## src/rtl/ysyx_23060191_wbu_if.sv

```systemverilog
// rtl/ysyx_23060191_wbu_if.sv - EXU/LSU result handshake channels into the write-back unit
`ifndef CPU_WIDTH
`define CPU_WIDTH 32
`endif

interface ysyx_23060191_wbu_if;
  logic                  exu_vld;
  logic                  exu_rdy;
  logic                  exu_wen;
  logic [4:0]            exu_rd;
  logic [`CPU_WIDTH-1:0] exu_data;
  logic [`CPU_WIDTH-1:0] exu_pc;

  logic                  lsu_vld;
  logic                  lsu_rdy;
  logic                  lsu_wen;
  logic [4:0]            lsu_rd;
  logic [`CPU_WIDTH-1:0] lsu_rdata;
  logic [2:0]            lsu_funct3;
  logic [1:0]            lsu_addr_lo;
  logic [`CPU_WIDTH-1:0] lsu_pc;

  modport master (
    output exu_vld, exu_wen, exu_rd, exu_data, exu_pc,
    output lsu_vld, lsu_wen, lsu_rd, lsu_rdata, lsu_funct3, lsu_addr_lo, lsu_pc,
    input  exu_rdy, lsu_rdy
  );

  modport slave (
    input  exu_vld, exu_wen, exu_rd, exu_data, exu_pc,
    input  lsu_vld, lsu_wen, lsu_rd, lsu_rdata, lsu_funct3, lsu_addr_lo, lsu_pc,
    output exu_rdy, lsu_rdy
  );
endinterface

```

## src/rtl/ysyx_23060191_wbu.sv

```systemverilog
// rtl/ysyx_23060191_wbu.sv - in-order write-back FIFO driving the GPR write port with load extension and hazard check
// Optional YSYX_23060191_WBU_COMMIT_EN adds commit_vld/commit_pc and stores the PC per entry.
`ifndef CPU_WIDTH
`define CPU_WIDTH 32
`endif

module ysyx_23060191_wbu #(
  parameter int DEPTH = 2
) (
  input  logic                  clk,
  input  logic                  rst_n,
  ysyx_23060191_wbu_if.slave    wb,
  input  logic [4:0]            chk_rs1,
  input  logic [4:0]            chk_rs2,
  output logic                  hazard,
  output logic                  wr_en_Rd,
  output logic [4:0]            addr_Rd,
  output logic [`CPU_WIDTH-1:0] data_Rd,
  output logic                  idle
`ifdef YSYX_23060191_WBU_COMMIT_EN
  ,
  output logic                  commit_vld,
  output logic [`CPU_WIDTH-1:0] commit_pc
`endif
);
  localparam int W  = `CPU_WIDTH;
  localparam int PW = $clog2(DEPTH);
  localparam int CW = $clog2(DEPTH + 1);

  logic [CW-1:0] count;
  logic [CW-1:0] free;
  logic [PW-1:0] head;
  logic [PW-1:0] tail;
  logic [PW-1:0] tail_e;
  logic [PW-1:0] off;
  logic          pop;
  logic          push_l;
  logic          push_e;

  logic          mem_wen  [DEPTH];
  logic [4:0]    mem_rd   [DEPTH];
  logic [W-1:0]  mem_data [DEPTH];
`ifdef YSYX_23060191_WBU_COMMIT_EN
  logic [W-1:0]  mem_pc   [DEPTH];
`else
  logic          unused_pc;
  assign unused_pc = ^{wb.exu_pc, wb.lsu_pc};
`endif

  logic [7:0]    lbyte;
  logic [15:0]   lhalf;
  logic [W-1:0]  load_ext;

  // Free space counts only the registered occupancy; a same-cycle pop gives no credit.
  assign free       = CW'(DEPTH) - count;
  assign wb.lsu_rdy = (free != '0);
  assign wb.exu_rdy = (free >= CW'(2)) || ((free == CW'(1)) && !wb.lsu_vld);

  assign push_l = wb.lsu_vld && wb.lsu_rdy;
  assign push_e = wb.exu_vld && wb.exu_rdy;
  assign pop    = (count != '0);
  assign tail_e = push_l ? tail + PW'(1) : tail;

  always_comb begin
    lbyte = wb.lsu_rdata[{wb.lsu_addr_lo, 3'b000} +: 8];
    lhalf = wb.lsu_addr_lo[1] ? wb.lsu_rdata[31:16] : wb.lsu_rdata[15:0];
    case (wb.lsu_funct3)
      3'b000:  load_ext = {{(W-8){lbyte[7]}}, lbyte};
      3'b100:  load_ext = {{(W-8){1'b0}}, lbyte};
      3'b001:  load_ext = {{(W-16){lhalf[15]}}, lhalf};
      3'b101:  load_ext = {{(W-16){1'b0}}, lhalf};
      default: load_ext = wb.lsu_rdata;
    endcase
  end

  always_ff @(posedge clk or negedge rst_n) begin
    if (!rst_n) begin
      count <= '0;
      head  <= '0;
      tail  <= '0;
    end else begin
      count <= count + CW'(push_l) + CW'(push_e) - CW'(pop);
      if (pop) head <= head + PW'(1);
      tail <= tail + PW'(push_l) + PW'(push_e);
    end
  end

  // Payload storage needs no reset: every read of it is qualified by count.
  always_ff @(posedge clk) begin
    if (push_l) begin
      mem_wen[tail]  <= wb.lsu_wen;
      mem_rd[tail]   <= wb.lsu_rd;
      mem_data[tail] <= load_ext;
`ifdef YSYX_23060191_WBU_COMMIT_EN
      mem_pc[tail]   <= wb.lsu_pc;
`endif
    end
    if (push_e) begin
      mem_wen[tail_e]  <= wb.exu_wen;
      mem_rd[tail_e]   <= wb.exu_rd;
      mem_data[tail_e] <= wb.exu_data;
`ifdef YSYX_23060191_WBU_COMMIT_EN
      mem_pc[tail_e]   <= wb.exu_pc;
`endif
    end
  end

  always_comb begin
    hazard = 1'b0;
    off    = '0;
    for (int i = 0; i < DEPTH; i++) begin
      off = PW'(i) - head;
      if ((CW'(off) < count) && mem_wen[i] && (mem_rd[i] != 5'd0) &&
          ((mem_rd[i] == chk_rs1) || (mem_rd[i] == chk_rs2)))
        hazard = 1'b1;
    end
  end

  assign wr_en_Rd = pop && mem_wen[head] && (mem_rd[head] != 5'd0);
  assign addr_Rd  = pop ? mem_rd[head]   : 5'd0;
  assign data_Rd  = pop ? mem_data[head] : '0;
  assign idle     = !pop;

`ifdef YSYX_23060191_WBU_COMMIT_EN
  assign commit_vld = pop;
  assign commit_pc  = pop ? mem_pc[head] : '0;
`endif
endmodule
```

## src/flat_wrapper.sv

```systemverilog
// flat-port wrapper written by rule: the top's interface ports become plain ports
module ysyx_23060191_wbu_flat 
#(
  parameter int DEPTH = 2
)
  (clk, rst_n, chk_rs1, chk_rs2, hazard, wr_en_Rd, addr_Rd, data_Rd, idle, wb_exu_vld, wb_exu_wen, wb_exu_rd, wb_exu_data, wb_exu_pc, wb_lsu_vld, wb_lsu_wen, wb_lsu_rd, wb_lsu_rdata, wb_lsu_funct3, wb_lsu_addr_lo, wb_lsu_pc, wb_exu_rdy, wb_lsu_rdy);
  ysyx_23060191_wbu_if wb_i ();
  input  logic clk;
  input  logic rst_n;
  input  logic [4:0] chk_rs1;
  input  logic [4:0] chk_rs2;
  output logic hazard;
  output logic wr_en_Rd;
  output logic [4:0] addr_Rd;
  output logic [`CPU_WIDTH-1:0] data_Rd;
  output logic idle;
  input wire logic [$bits(wb_i.exu_vld)-1:0] wb_exu_vld;
  input wire logic [$bits(wb_i.exu_wen)-1:0] wb_exu_wen;
  input wire logic [$bits(wb_i.exu_rd)-1:0] wb_exu_rd;
  input wire logic [$bits(wb_i.exu_data)-1:0] wb_exu_data;
  input wire logic [$bits(wb_i.exu_pc)-1:0] wb_exu_pc;
  input wire logic [$bits(wb_i.lsu_vld)-1:0] wb_lsu_vld;
  input wire logic [$bits(wb_i.lsu_wen)-1:0] wb_lsu_wen;
  input wire logic [$bits(wb_i.lsu_rd)-1:0] wb_lsu_rd;
  input wire logic [$bits(wb_i.lsu_rdata)-1:0] wb_lsu_rdata;
  input wire logic [$bits(wb_i.lsu_funct3)-1:0] wb_lsu_funct3;
  input wire logic [$bits(wb_i.lsu_addr_lo)-1:0] wb_lsu_addr_lo;
  input wire logic [$bits(wb_i.lsu_pc)-1:0] wb_lsu_pc;
  output wire logic [$bits(wb_i.exu_rdy)-1:0] wb_exu_rdy;
  output wire logic [$bits(wb_i.lsu_rdy)-1:0] wb_lsu_rdy;
  assign wb_i.exu_vld = wb_exu_vld;
  assign wb_i.exu_wen = wb_exu_wen;
  assign wb_i.exu_rd = wb_exu_rd;
  assign wb_i.exu_data = wb_exu_data;
  assign wb_i.exu_pc = wb_exu_pc;
  assign wb_i.lsu_vld = wb_lsu_vld;
  assign wb_i.lsu_wen = wb_lsu_wen;
  assign wb_i.lsu_rd = wb_lsu_rd;
  assign wb_i.lsu_rdata = wb_lsu_rdata;
  assign wb_i.lsu_funct3 = wb_lsu_funct3;
  assign wb_i.lsu_addr_lo = wb_lsu_addr_lo;
  assign wb_i.lsu_pc = wb_lsu_pc;
  assign wb_exu_rdy = wb_i.exu_rdy;
  assign wb_lsu_rdy = wb_i.lsu_rdy;
  ysyx_23060191_wbu #(.DEPTH(DEPTH)) u_core (.clk(clk), .rst_n(rst_n), .wb(wb_i), .chk_rs1(chk_rs1), .chk_rs2(chk_rs2), .hazard(hazard), .wr_en_Rd(wr_en_Rd), .addr_Rd(addr_Rd), .data_Rd(data_Rd), .idle(idle));
endmodule
```

## config.mk

```make
export PLATFORM = sky130hd
export DESIGN_NAME = ysyx_23060191_wbu_flat
export DESIGN_NICKNAME = d
export VERILOG_FILES = /design/src/rtl/ysyx_23060191_wbu_if.sv /design/src/rtl/ysyx_23060191_wbu.sv /design/src/flat_wrapper.sv
export SDC_FILE = /design/constraint.sdc
export NUM_CORES = 1
export LEC_CHECK = 0
export ABC_AREA = 1
export BUFFER_PORTS_ARGS = -buffer_cell sky130_fd_sc_hd__buf_4
export CORE_ASPECT_RATIO = 0.8
export CORE_MARGIN = 2
export CORE_UTILIZATION = 46
export CTS_CLUSTER_DIAMETER = 80
export DETAILED_ROUTE_END_ITERATION = 10
export GPL_TIMING_DRIVEN = 0
export HOLD_SLACK_MARGIN = 0.02
export PLACE_DENSITY = 0.83
export SKIP_CTS_REPAIR_TIMING = 1
export SYNTH_ARGS = -nofsm -noshare
export SYNTH_HDL_FRONTEND = slang
export SYNTH_SLANG_ARGS = --single-unit
export TNS_END_PERCENT = 10
```

## constraint.sdc

```tcl
create_clock -name clk -period 2.3 [get_ports clk]
set_input_delay 0.46 -clock clk [delete_from_list [all_inputs] [get_ports clk]]
set_output_delay 0.46 -clock clk [all_outputs]
set_load 0.01 [all_outputs]
```

==> impl_metrics.env <==
export IMPL_h_tree_depth=3
export IMPL_reg2reg_from="u_core.count[1]"
export IMPL_min_delay_start="wb_exu_data[26]"
export IMPL_dieArea_um2=12690
export IMPL_crit_required_ns=1.84
export IMPL_insertion_delay_ns=0.34
export IMPL_path_clk_slew_ns=0.07
export IMPL_areaGrowthSynthToFinish_pct=31.03
export IMPL_dpl_cell_area_um2=6679
export IMPL_drc_errors=0
export IMPL_pin_count=201
export IMPL_ys_seq_area_frac=0.4389
export IMPL_grt_pass1_vias=4897
export IMPL_cts_buffer_depth=2
export IMPL_cts_tree="yes"
export IMPL_finalNonFillerCells=1066
export IMPL_synth_simple_area_share=0.3737
export IMPL_avgSynthCellArea_um2=7.151
export IMPL_wl_mm=15.47
export IMPL_first_iter_violations=554
export IMPL_worstPathMaxFanout=10
export IMPL_worstPathArrival_ns=1.80
export IMPL_dp_cells=1044
export IMPL_leakagePower_nw=3.691
export IMPL_rows=35
export IMPL_dp_hpwl_mm=11.50
export IMPL_firstDrtPassIters=7
export IMPL_ir_worst_vdd_v=0.0007184
export IMPL_syn_inst=759
export IMPL_synth_area_mux_share=0
export IMPL_critPathCaptureType="output pin"
export IMPL_synth_xor_area_share=0.01291
export IMPL_antenna_found_initial=0
export IMPL_start_kind="flip-flop"
export IMPL_drv_slew=0
export IMPL_path_class="flip-flop to output pin"
export IMPL_cts_buffers_inserted=9
export IMPL_layout_nets=1079
export IMPL_drive_gt1_frac=0.2549
export IMPL_tns_ns=0
export IMPL_fmax_ghz=0.4430
export IMPL_period_share=0.9814
export IMPL_overflow=0
export IMPL_synth_fp_nets=925
export IMPL_rsz0062_at_grt="yes"
export IMPL_grt_pass1_wl_mm=24.13
export IMPL_wl_per_cell_um=14.51
export IMPL_crit_start="u_core.count[0]"
export IMPL_port_buffers=135
export IMPL_fp_dieW_um=125.4
export IMPL_synth_area_top_cells="edfxtp_1, nand2_1, nor2_1"
export IMPL_hold_viol=0
export IMPL_synth_top_family_by_area="simple AND/OR/NAND/NOR gates"
export IMPL_synth_compound_area_frac=0.07261
export IMPL_die_h_um=101.2
export IMPL_clock_sinks=80
export IMPL_synth_fa_ha_area_frac=0.02029
export IMPL_gp_congestion=0.9220
export IMPL_stdcell_area_um2=7112
export IMPL_synth_top_area_frac=0.4205
export IMPL_relSlewSlack=0.7238
export IMPL_worst_pin_slew_ns=0.4143
export IMPL_vias_per_cell=5.118
export IMPL_busiest_layer="met2"
export IMPL_syn_area_um2=5428
export IMPL_num_vias=5456
export IMPL_final_util=0.6175
export IMPL_synth_top_area_cell="edfxtp_1"
export IMPL_initial_core_util=0.4713
export IMPL_synth_distinct_cells=32
export IMPL_num_antenna_cells=0
export IMPL_ys_warn_count=0
export IMPL_drtAntennaViolNets=0
export IMPL_clock_skew_ns=0.005301
export IMPL_status="complete, no violations"
export IMPL_use_met3=0.04173
export IMPL_drv_cap=0
export IMPL_track_usage=0.2423
export IMPL_layout_min_cycle_time_ns=2.257
export IMPL_hp_class="primary input to flip-flop"
export IMPL_cts_root_buf="clkbuf_16"
export IMPL_setup_viol_count_final=0
export IMPL_power_density_nw_per_um2=1372
export IMPL_synth_seq_cells=80
export IMPL_grtUsageMet2=0.4087
export IMPL_core_area_um2=11520
export IMPL_grtUsageMet1=0.3298
export IMPL_grt_max_degree=33
export IMPL_holdWs_ns=0.3989
==> per-stage QoR <==
stage	power, mW	setup WS (ns)
3_5_place_dp	7.993	-0.2607
4_1_cts	9.458	-0.6941
2_1_floorplan	5.856	-0.2915
5_1_grt	10.42	-0.02573
3_3_place_gp	7.743	-0.8772
6_report	9.755	0.04283
==> registers in the layout, summed over array words and instances, names as in the netlist <==
register	cells
u_core.mem_rd	10
u_core.mem_wen	2
u_core.mem_data	64
u_core.tail	1
u_core.count	2
u_core.head	1
==> worst max-delay path, cell delays in order, from the launching register on <==
cell	delay, ns
dfrtp_1	0.39
inv_2	0.08
ha_2	0.20
buf_6	0.15
inv_8	0.08
buf_8	0.13
o21ai_1	0.08
nor2_1	0.19
buf_4	0.16
==> where the power goes <==
part	internal (mW)	switching [mW]
clock	0.854	0.625
combinational	2.14	3.16
sequential	2.69	0.287
total	5.68	4.07
==> path summary, 6_finish.rpt <==
check                                         end  slack, ns  cells past startpoint
max in group asynchronous             u_core.tail       1.74                      2
min in group asynchronous         u_core.count[1]       0.46                      2
hold / removal             u_core.mem_data[1][26]       0.40                      3
hold reg to reg                   u_core.count[1]       0.68                      3
setup / recovery                       data_Rd[5]       0.04                      8
setup reg to reg            u_core.mem_data[1][4]       0.09                      9
==> cell families after synthesis <==
family	Yosys count
flops	80
compound gates	72
simple gates	492
xor+xnor	8
fa+ha+maj	7
buf+inv	100
==> cell usage in the layout, fill, tap and decap left out, types with 7 or more instances in the layout <==
master	n
nand2_1	337
buf_4	140
nor2_1	98
edfxtp_1	76
inv_1	55
o21ai_0	54
nand3_1	28
nand3_2	15
buf_2	14
clkbuf_16	9
inv_2	8
buf_6	7
o21a_1	7
==> cells in the mapped netlist (all sizes together) <==
cell and n:
nand2 343, o21a 7, dfrtp 4, a31oi 1, inv 64, xor2 2, clkbuf 11, nor2 102
o21ai 62, a21oi 2, clkinv 1, fa 3, ha 4, xnor2 6, edfxtp 76, or2 1
buf 24, nand3 43, and2 1, nor3 2
==> metal layers <==
layer / share of wire / vias to the layer above
li1: - / 2697
met1: 0.43 / 2454
met2: 0.46 / 288
met3: 0.099 / 17
met4: 0.010 / 0
met5: 0 / -
==> layout make-up <==
| class | instances | area (um^2) |
|---|---|---|
| Tap cell | 148 | 185.2 |
| Clock inverter | 7 | 80.08 |
| Buffer | 35 | 247.7 |
| Inverter | 65 | 255.2 |
| Clock buffer | 9 | 225.2 |
| Timing Repair Buffer | 143 | 1119 |
| Sequential cell | 80 | 2382 |
| Multi-Input combinational cell | 579 | 2618 |
| Fill cell | 1011 | 4405 |
Note: power is estimated with default switching activity, not from simulation.
